### src/rtl/multi_channel_level_meter.sv
// rtl/multi_channel_level_meter.sv - interleaved multi-channel PCM level meter with decaying peak hold
module multi_channel_level_meter #(
    parameter int channel_count        = 2,
    parameter int sample_width         = 16,
    parameter int indicator_width      = 32,
    parameter int section_sample_count = 700,
    parameter int peak_hold_count      = 630,
    localparam int CW = (channel_count > 1) ? $clog2(channel_count) : 1
) (
    input  logic                        clk,
    input  logic                        reset,
    input  logic                        i_valid,
    output logic                        i_ready,
    input  logic [CW-1:0]               i_channel,
    input  logic [sample_width-1:0]     i_value,
    input  logic                        i_mode,
    output logic                        o_valid,
    input  logic                        o_ready,
    output logic [CW-1:0]               o_channel,
    output logic [indicator_width-1:0]  o_array
);

    localparam int W  = sample_width;
    localparam int I  = indicator_width;
    localparam int LW = $clog2(I + 1);
    localparam int NW = (section_sample_count > 1) ? $clog2(section_sample_count) : 1;
    localparam int HW = (peak_hold_count > 0) ? $clog2(peak_hold_count + 1) : 1;
    localparam int PW = W + LW;

    localparam logic signed [W-1:0] MIN_INIT = {1'b0, {(W-1){1'b1}}};
    localparam logic signed [W-1:0] MAX_INIT = {1'b1, {(W-1){1'b0}}};

    logic signed [W-1:0] min_q  [channel_count];
    logic signed [W-1:0] max_q  [channel_count];
    logic [NW-1:0]       cnt_q  [channel_count];
    logic [LW-1:0]       peak_q [channel_count];
    logic [HW-1:0]       hold_q [channel_count];

    logic          o_valid_q;
    logic [CW-1:0] o_channel_q;
    logic [I-1:0]  o_array_q;

    logic                ch_ok;
    logic                accept;
    logic                closing;
    logic [CW-1:0]       idx;
    logic signed [W-1:0] sample;
    logic signed [W-1:0] min_d;
    logic signed [W-1:0] max_d;
    logic [NW-1:0]       cnt_d;
    logic [W-1:0]        abs_min;
    logic [W-1:0]        abs_max;
    logic [W:0]          twice;
    logic [W-1:0]        mag;
    logic [PW-1:0]       scaled;
    logic [LW-1:0]       level;
    logic [LW-1:0]       peak_d;
    logic [HW-1:0]       hold_d;
    logic [I-1:0]        array_d;

    assign i_ready   = ~o_valid_q | o_ready;
    assign o_valid   = o_valid_q;
    assign o_channel = o_channel_q;
    assign o_array   = o_array_q;

    assign sample = i_value;
    assign ch_ok  = 32'(i_channel) < channel_count;
    assign idx    = ch_ok ? i_channel : '0;
    assign accept = i_valid & i_ready & ch_ok;

    always_comb begin
        min_d   = (sample < min_q[idx]) ? sample : min_q[idx];
        max_d   = (sample > max_q[idx]) ? sample : max_q[idx];
        closing = (cnt_q[idx] == NW'(section_sample_count - 1));
        cnt_d   = closing ? '0 : cnt_q[idx] + 1'b1;

        // max >= min once a sample is folded in, so a W-bit wrap-around difference is exact
        abs_min = min_d[W-1] ? (~min_d + 1'b1) : min_d;
        abs_max = max_d[W-1] ? (~max_d + 1'b1) : max_d;
        twice   = (abs_min > abs_max) ? {abs_min, 1'b0} : {abs_max, 1'b0};
        if (i_mode) begin
            mag = twice[W] ? {W{1'b1}} : twice[W-1:0];
        end else begin
            mag = $unsigned(max_d) - $unsigned(min_d);
        end

        // ceil(m*I / 2^W): adding 2^W-1 before the shift cannot overflow PW bits
        scaled = {{LW{1'b0}}, mag} * PW'(I) + {{LW{1'b0}}, {W{1'b1}}};
        level  = LW'(scaled >> W);

        if (level >= peak_q[idx]) begin
            peak_d = level;
            hold_d = HW'(peak_hold_count);
        end else if (hold_q[idx] != '0) begin
            peak_d = peak_q[idx];
            hold_d = hold_q[idx] - 1'b1;
        end else begin
            peak_d = level;
            hold_d = hold_q[idx];
        end

        array_d = '0;
        for (int k = 0; k < I; k++) begin
            array_d[k] = (k < int'(level)) || ((peak_d != '0) && (k == int'(peak_d) - 1));
        end
    end

    always_ff @(posedge clk or posedge reset) begin
        if (reset) begin
            for (int c = 0; c < channel_count; c++) begin
                min_q[c]  <= MIN_INIT;
                max_q[c]  <= MAX_INIT;
                cnt_q[c]  <= '0;
                peak_q[c] <= '0;
                hold_q[c] <= '0;
            end
            o_valid_q   <= 1'b0;
            o_channel_q <= '0;
            o_array_q   <= '0;
        end else begin
            if (accept) begin
                cnt_q[idx] <= cnt_d;
                if (closing) begin
                    min_q[idx]  <= MIN_INIT;
                    max_q[idx]  <= MAX_INIT;
                    peak_q[idx] <= peak_d;
                    hold_q[idx] <= hold_d;
                end else begin
                    min_q[idx] <= min_d;
                    max_q[idx] <= max_d;
                end
            end
            // a new frame may overwrite the one being handed off in the same edge
            if (accept && closing) begin
                o_valid_q   <= 1'b1;
                o_channel_q <= idx;
                o_array_q   <= array_d;
            end else if (o_ready) begin
                o_valid_q <= 1'b0;
            end
        end
    end

endmodule

### config.mk
export PLATFORM = sky130hd
export DESIGN_NAME = multi_channel_level_meter
export DESIGN_NICKNAME = d
export VERILOG_FILES = /design/src/rtl/multi_channel_level_meter.sv
export SDC_FILE = /design/constraint.sdc
export NUM_CORES = 1
export LEC_CHECK = 0
export BUFFER_PORTS_ARGS = -buffer_cell sky130_fd_sc_hd__buf_2
export CORE_AREA = 2 2 159 161
export DETAILED_ROUTE_END_ITERATION = 7
export DIE_AREA = 0 0 161 163
export PLACE_DENSITY = 0.72
export SLEW_MARGIN = 10
export SYNTH_ARGS = -nofsm -noshare
export SYNTH_HDL_FRONTEND = slang
export SYNTH_SLANG_ARGS = --single-unit
### constraint.sdc
create_clock -name clk -period 14.94 [get_ports clk]
set_input_delay 2.241 -clock clk [delete_from_list [all_inputs] [get_ports clk]]
set_output_delay 2.241 -clock clk [all_outputs]
set_load 0.02 [all_outputs]
# == After elaboration in Yosys (flattened, before gate mapping) ==
# Cells that the tools add are included.
# W data, S select, Z words.
# op_classes
addsub,7
magnitude_cmp,38
eq_ne,32
mux,42
n_bitwise,12
n_reduce_logical,71
# op_table
cell,count
$mux W16,13
$eq A6 B7 Y1 const A,16
$mux W10,10
$lt A5 B6 Y1 const A,16
$bwmux W32,2
$mux W32,2
$eq A5 B7 Y1 const A,8
$lt A4 B6 Y1 const A,8
$bwmux W20,2
$mux W6,6
$logic_and A1 B1 Y1,34
$add A16 B1 Y16 const B,2
$gt A16 B16 Y1,2
$logic_not A32 Y1,1
$logic_or A1 B1 Y1,32
$not A16 Y16,2
$and A30 B30 Y30,1
$not A30 Y30,1
$or A30 B30 Y30,1
$eq A4 B7 Y1 const A,4
$lt A3 B6 Y1 const A,4
$add A21 B16 Y22 const B,1
$mux W17,1
$demux W16 S1,1
other kinds (28),32
# word_totals
ff_bits,150
input_bits,22
out_inout_bits,35
wordCells,215

# == Logic depth before layout (Yosys ltp) ==
# logic_depth
word_depth,20
ltp_mapped,56
depth_no_buf,45

# == Worst setup path before layout ==
# OpenSTA, ideal clock, no wires.
# synth_path
kind,input-to-reg
startpoint,in i_channel
endpoint,reg o_array_q[1] (netlist: o_array[1])
arrival_ns,12.791
required_time_ns,14.858
path_slack_ns,2.067
path_stages,52
cell_sequence,buf_4 buf_2 buf_2 buf_2 buf_2 mux2i_1 ha_1 nand4_1 or4_1 or2_2 o41a_1 buf_4 nand2_1 buf_2 buf_1 a21oi_1 inv_1 ha_1 [... 16 more ...] o311ai_0 o31a_1 o221a_4 nand2b_1 inv_1 ha_1 a21o_1 a21o_1 a21o_1 a21oi_1 o21ai_1 nand2_1 nand4b_1 o311ai_1 or4b_1 a21oi_2 o211ai_1 a31oi_1
# synth_between
elab_chain_cells,20
word_cells_on_any_way,44
# synth_lines
element,line,text
"start, declared",14,"input logic [CW-1:0] i_channel,"
$not A1 Y2 (implied by the code) (*),-,
$mux W16 (on tied branches) (3 in series),"72, 73",
$lt A16 B16 Y1 / $gt A16 B16 Y1 (equally long branches),"72, 73",
$mux W16 (on tied branches),"72, 73",
$not A16 Y16 (on tied branches),"78, 79",
$add A16 B1 Y16 (on tied branches),"78, 79",
$mux W16 (on tied branches),"78, 79",
$gt A16 B16 Y1,80,"twice = (abs_min > abs_max) ? {abs_min, 1'b0} : {abs_max, 1'b0};"
[... 2 more ...],-,
$mux W16,81,if (i_mode) begin
$add A21 B16 Y22,88,"scaled = {{LW{1'b0}}, mag} * PW'(I) + {{LW{1'b0}}, {W{1'b1}}};"
$ge A6 B6 Y1 / $mux W6 (equally long branches),"91, 94",
$mux W6,91,if (level >= peak_q[idx]) begin
$sub A6 B1 Y7,104,array_d[k] = (k < int'(level)) || ((peak_d != '0) && (k == int'(peak_d) - 1));
$eq A2 B7 Y1,104,
$logic_and A1 B1 Y1,104,
$logic_or A1 B1 Y1,104,
"end signal, assigned",137,o_array_q <= array_d;
"end, declared",41,logic [I-1:0] o_array_q;
# Every way passes the cells marked *; elsewhere a longest branch is shown, timed or not. The select of a mux whose other input is x is not followed.
# A chain may end at the register's enable or synchronous reset.

# == Final worst setup path ==
# layout_path
startpoint,in i_channel
endpoint,reg o_array_q[2] (netlist: o_array[2])
# layout_between
elab_chain_cells,20
word_cells_on_any_way,44
# layout_lines
element,line
$not A1 Y2 (implied by the code) (*),-
$mux W16 (on tied branches) (3 in series),"72, 73"
$lt A16 B16 Y1 / $gt A16 B16 Y1 (equally long branches),"72, 73"
$mux W16 (on tied branches),"72, 73"
$not A16 Y16 (on tied branches),"78, 79"
$add A16 B1 Y16 (on tied branches),"78, 79"
$mux W16 (on tied branches),"78, 79"
$gt A16 B16 Y1,80
[... 2 more ...],-
$mux W16,81
$add A21 B16 Y22,88
$ge A6 B6 Y1 / $mux W6 (equally long branches),"91, 94"
$mux W6,91
$sub A6 B1 Y7,104
$eq A3 B7 Y1,104
$logic_and A1 B1 Y1,104
$logic_or A1 B1 Y1,104
# Marks and branches as above.

==> flow_summary.toml <==
[logic_synthesis]
synth_edf_count = 0
netlist_area_um2 = 12100
ys_seq_area_frac = 0.313
netlist_instances = 1513
synth_cell_types = 91
yosysMostFrequentCell = "nand2_1"
syn_nets = 1608
synth.avg_cell_area_um2 = 8.00
ys_ff_latch = 150
yosysWarnings = 0
yosysTopAreaCellShare = 0.244
synthTopCellsByArea = "dfrtp_1 (24%), ha_1 (7.4%), dfstp_2 (6.9%)"
synthFlopType = "dfrtp_1"
yosys.area.top_type = "dfrtp_1"
synth_commonest_cells = "nand2_1 (195), nor2_1 (164), o21ai_0 (143)"
ys_async_sr_fraction = 1.00

[drt]
wl_mm = 37.1
maxUsedRoutingLayer = "met4"
drt_pass1_iterations = 6
drt_iter0_markers = 1354
met3_length_mm = 3.04
met1Wirelength_mm = 16.8
drc = 0
wl_met2_mm = 16.4
avgViaCountPerCell = 6.36
wl_per_cell_um = 19.8
vias = 11900
drtAntennaViolNets = 0

[floorplanning]
io_pins = 57
initial_core_util = 0.491
rows = 58
coreArea_um2 = 24700
die_h_um = 163
die_width_um = 161
die_area_um2 = 26200

[timing]
tns_ps = 0
whs_ps = 481
period_minus_slack_ps = 13580
timing.final.crit_share = 0.909
max_freq_mhz = 73.7
rsz0062_at_grt = "no"
clock-skew-final_ps = 10.7
final-hold-violation-count = 0
setup-violations-final = 0
final_max_slew_viol_count = 0
max_slew_margin = 0.260
tightest_slew_ps = 1110

[clock_tree]
path_clk_slew_ps = 70
numCtsBuffers = 17
cts_setup_buffers = 0
root_buffer = "clkbuf_16"
cts_sinks = 150
cts_tree = "done"
cts_buffer_depth = 2
cts_resized = 0
worstSkewPairLatency_ps = 440
htree_levels = 4
hold_buffers = 0

[setup_path]
crit_type = "in2reg"
crit_slowest_cell = "or4b_1"
cp.required_ps = 15300
setup.worst_path.start_class = "primary input"
path_max_fanout = 38
arrival_ps = 13930
worst_setup_path_end_kind = "flip-flop"
critical-path-max-stage-delay_ps = 630

[cells_and_area]
multi_input_area_um2 = 7840
diodes = 0
utilization = 0.536
drive_gt1_frac = 0.124
areaGrowthSynthToFinish_pct = 9.24
seqCellArea_um2 = 3790
fillers = 2356
final_area_um2 = 13200
fin_nets = 1625

[grt]
gr-total-overflow = 0
grt_first_pass_wirelength_mm = 60.1
antenna_found_initial = 0
track_usage = 0.285
grt_max_degree = 83
grt_pass1_vias = 11100

[place]
gp_congestion = 0.962
dpl.hpwl_mm = 27.5
post_dp_cell_area_um2 = 12700
port_buffers = 56

[worst_hold_path]
hold_class = "reg2reg"

[outcome]
outcome = "finished, final reports clean"

[flow_run]
cap_violations = 0
-- logic make-up (layout without fill, tap and decap cells) --
group,count (synthesis),count (layout),synth area share
compound gates,438,438,0.230
xor+xnor,56,56,0.0405
fa+ha+maj,73,73,0.0760
buf+inv,120,150,0.0402
flops,150,150,0.313
mux,73,73,0.0632
simple gates,603,603,0.237
-- area by class of cell --
cell class | instances | area share
multi-input cells | 1243 | 0.593
clock inverters | 13 | 0.0103
inverters | 37 | 0.0109
flip-flops and latches | 150 | 0.287
well taps | 330 | 0.0312
clock buffers | 19 | 0.0327
repair buffers | 81 | 0.0356
-- per-layer routing --
metal	vias up	track usage
met3	73	0.0486
met2	502	0.442
met1	5750	0.405
met5	-	0
met4	0	0.0905
li1	5584	-
-- metrics by stage --
| step | worst slack, ps | std cells |
|---|---|---|
| after CTS | 1600 | 1873 |
| after global placement | 1500 | 1841 |
| after floorplan | 2070 | 1513 |
| after detailed placement | 1180 | 1841 |
| final | 1360 | 1873 |
| after global routing | 491 | 1873 |
-- final timing paths --
| kind | start | endpoint | slack (ps) | cells past startpoint |
|---|---|---|---|---|
| max | i_channel | o_array[2] | 1360 | 47 |
| min | cnt_q[19] | cnt_q[19] | 480 | 2 |
| max reg2reg | max_q[31] | o_array[2] | 3300 | 46 |
| min reg2reg | cnt_q[19] | cnt_q[19] | 480 | 2 |
| max in group asynchronous | reset | max_q[5] | 11570 | 3 |
| min in group asynchronous | reset | hold_q[0] | 1880 | 2 |
-- state kept, by name, indices dropped and copies added, names as in the netlist --
signal	count
cnt_q	20
hold_q	20
max_q	32
min_q	32
o_array	32
o_channel	1
o_valid	1
peak_q	12
-- worst max-delay path: cells and delay by family --
| kind | cells | cell delay (ps) |
|---|---|---|
| fa+ha+maj | 4 | 1250 |
| mux | 1 | 480 |
| buf+inv | 7 | 1750 |
| xor+xnor | 1 | 200 |
| simple gates | 15 | 3740 |
| compound gates | 19 | 4210 |
-- cells in the final DEF, fill, tap and decap left out, types with 37 or more instances in the layout --
master | Yosys | final
dfrtp_1 | 118 | 118
buf_2 | 11 | 55
nand2_1 | 195 | 195
nor2_1 | 164 | 163
xnor2_1 | 37 | 37
ha_1 | 72 | 72
nor3_1 | 58 | 58
a21oi_1 | 109 | 109
mux2i_1 | 54 | 54
o21ai_0 | 143 | 143
Power is not shown: default switching activity piles up to over one toggle a cycle in this logic, so the estimate is an artifact.
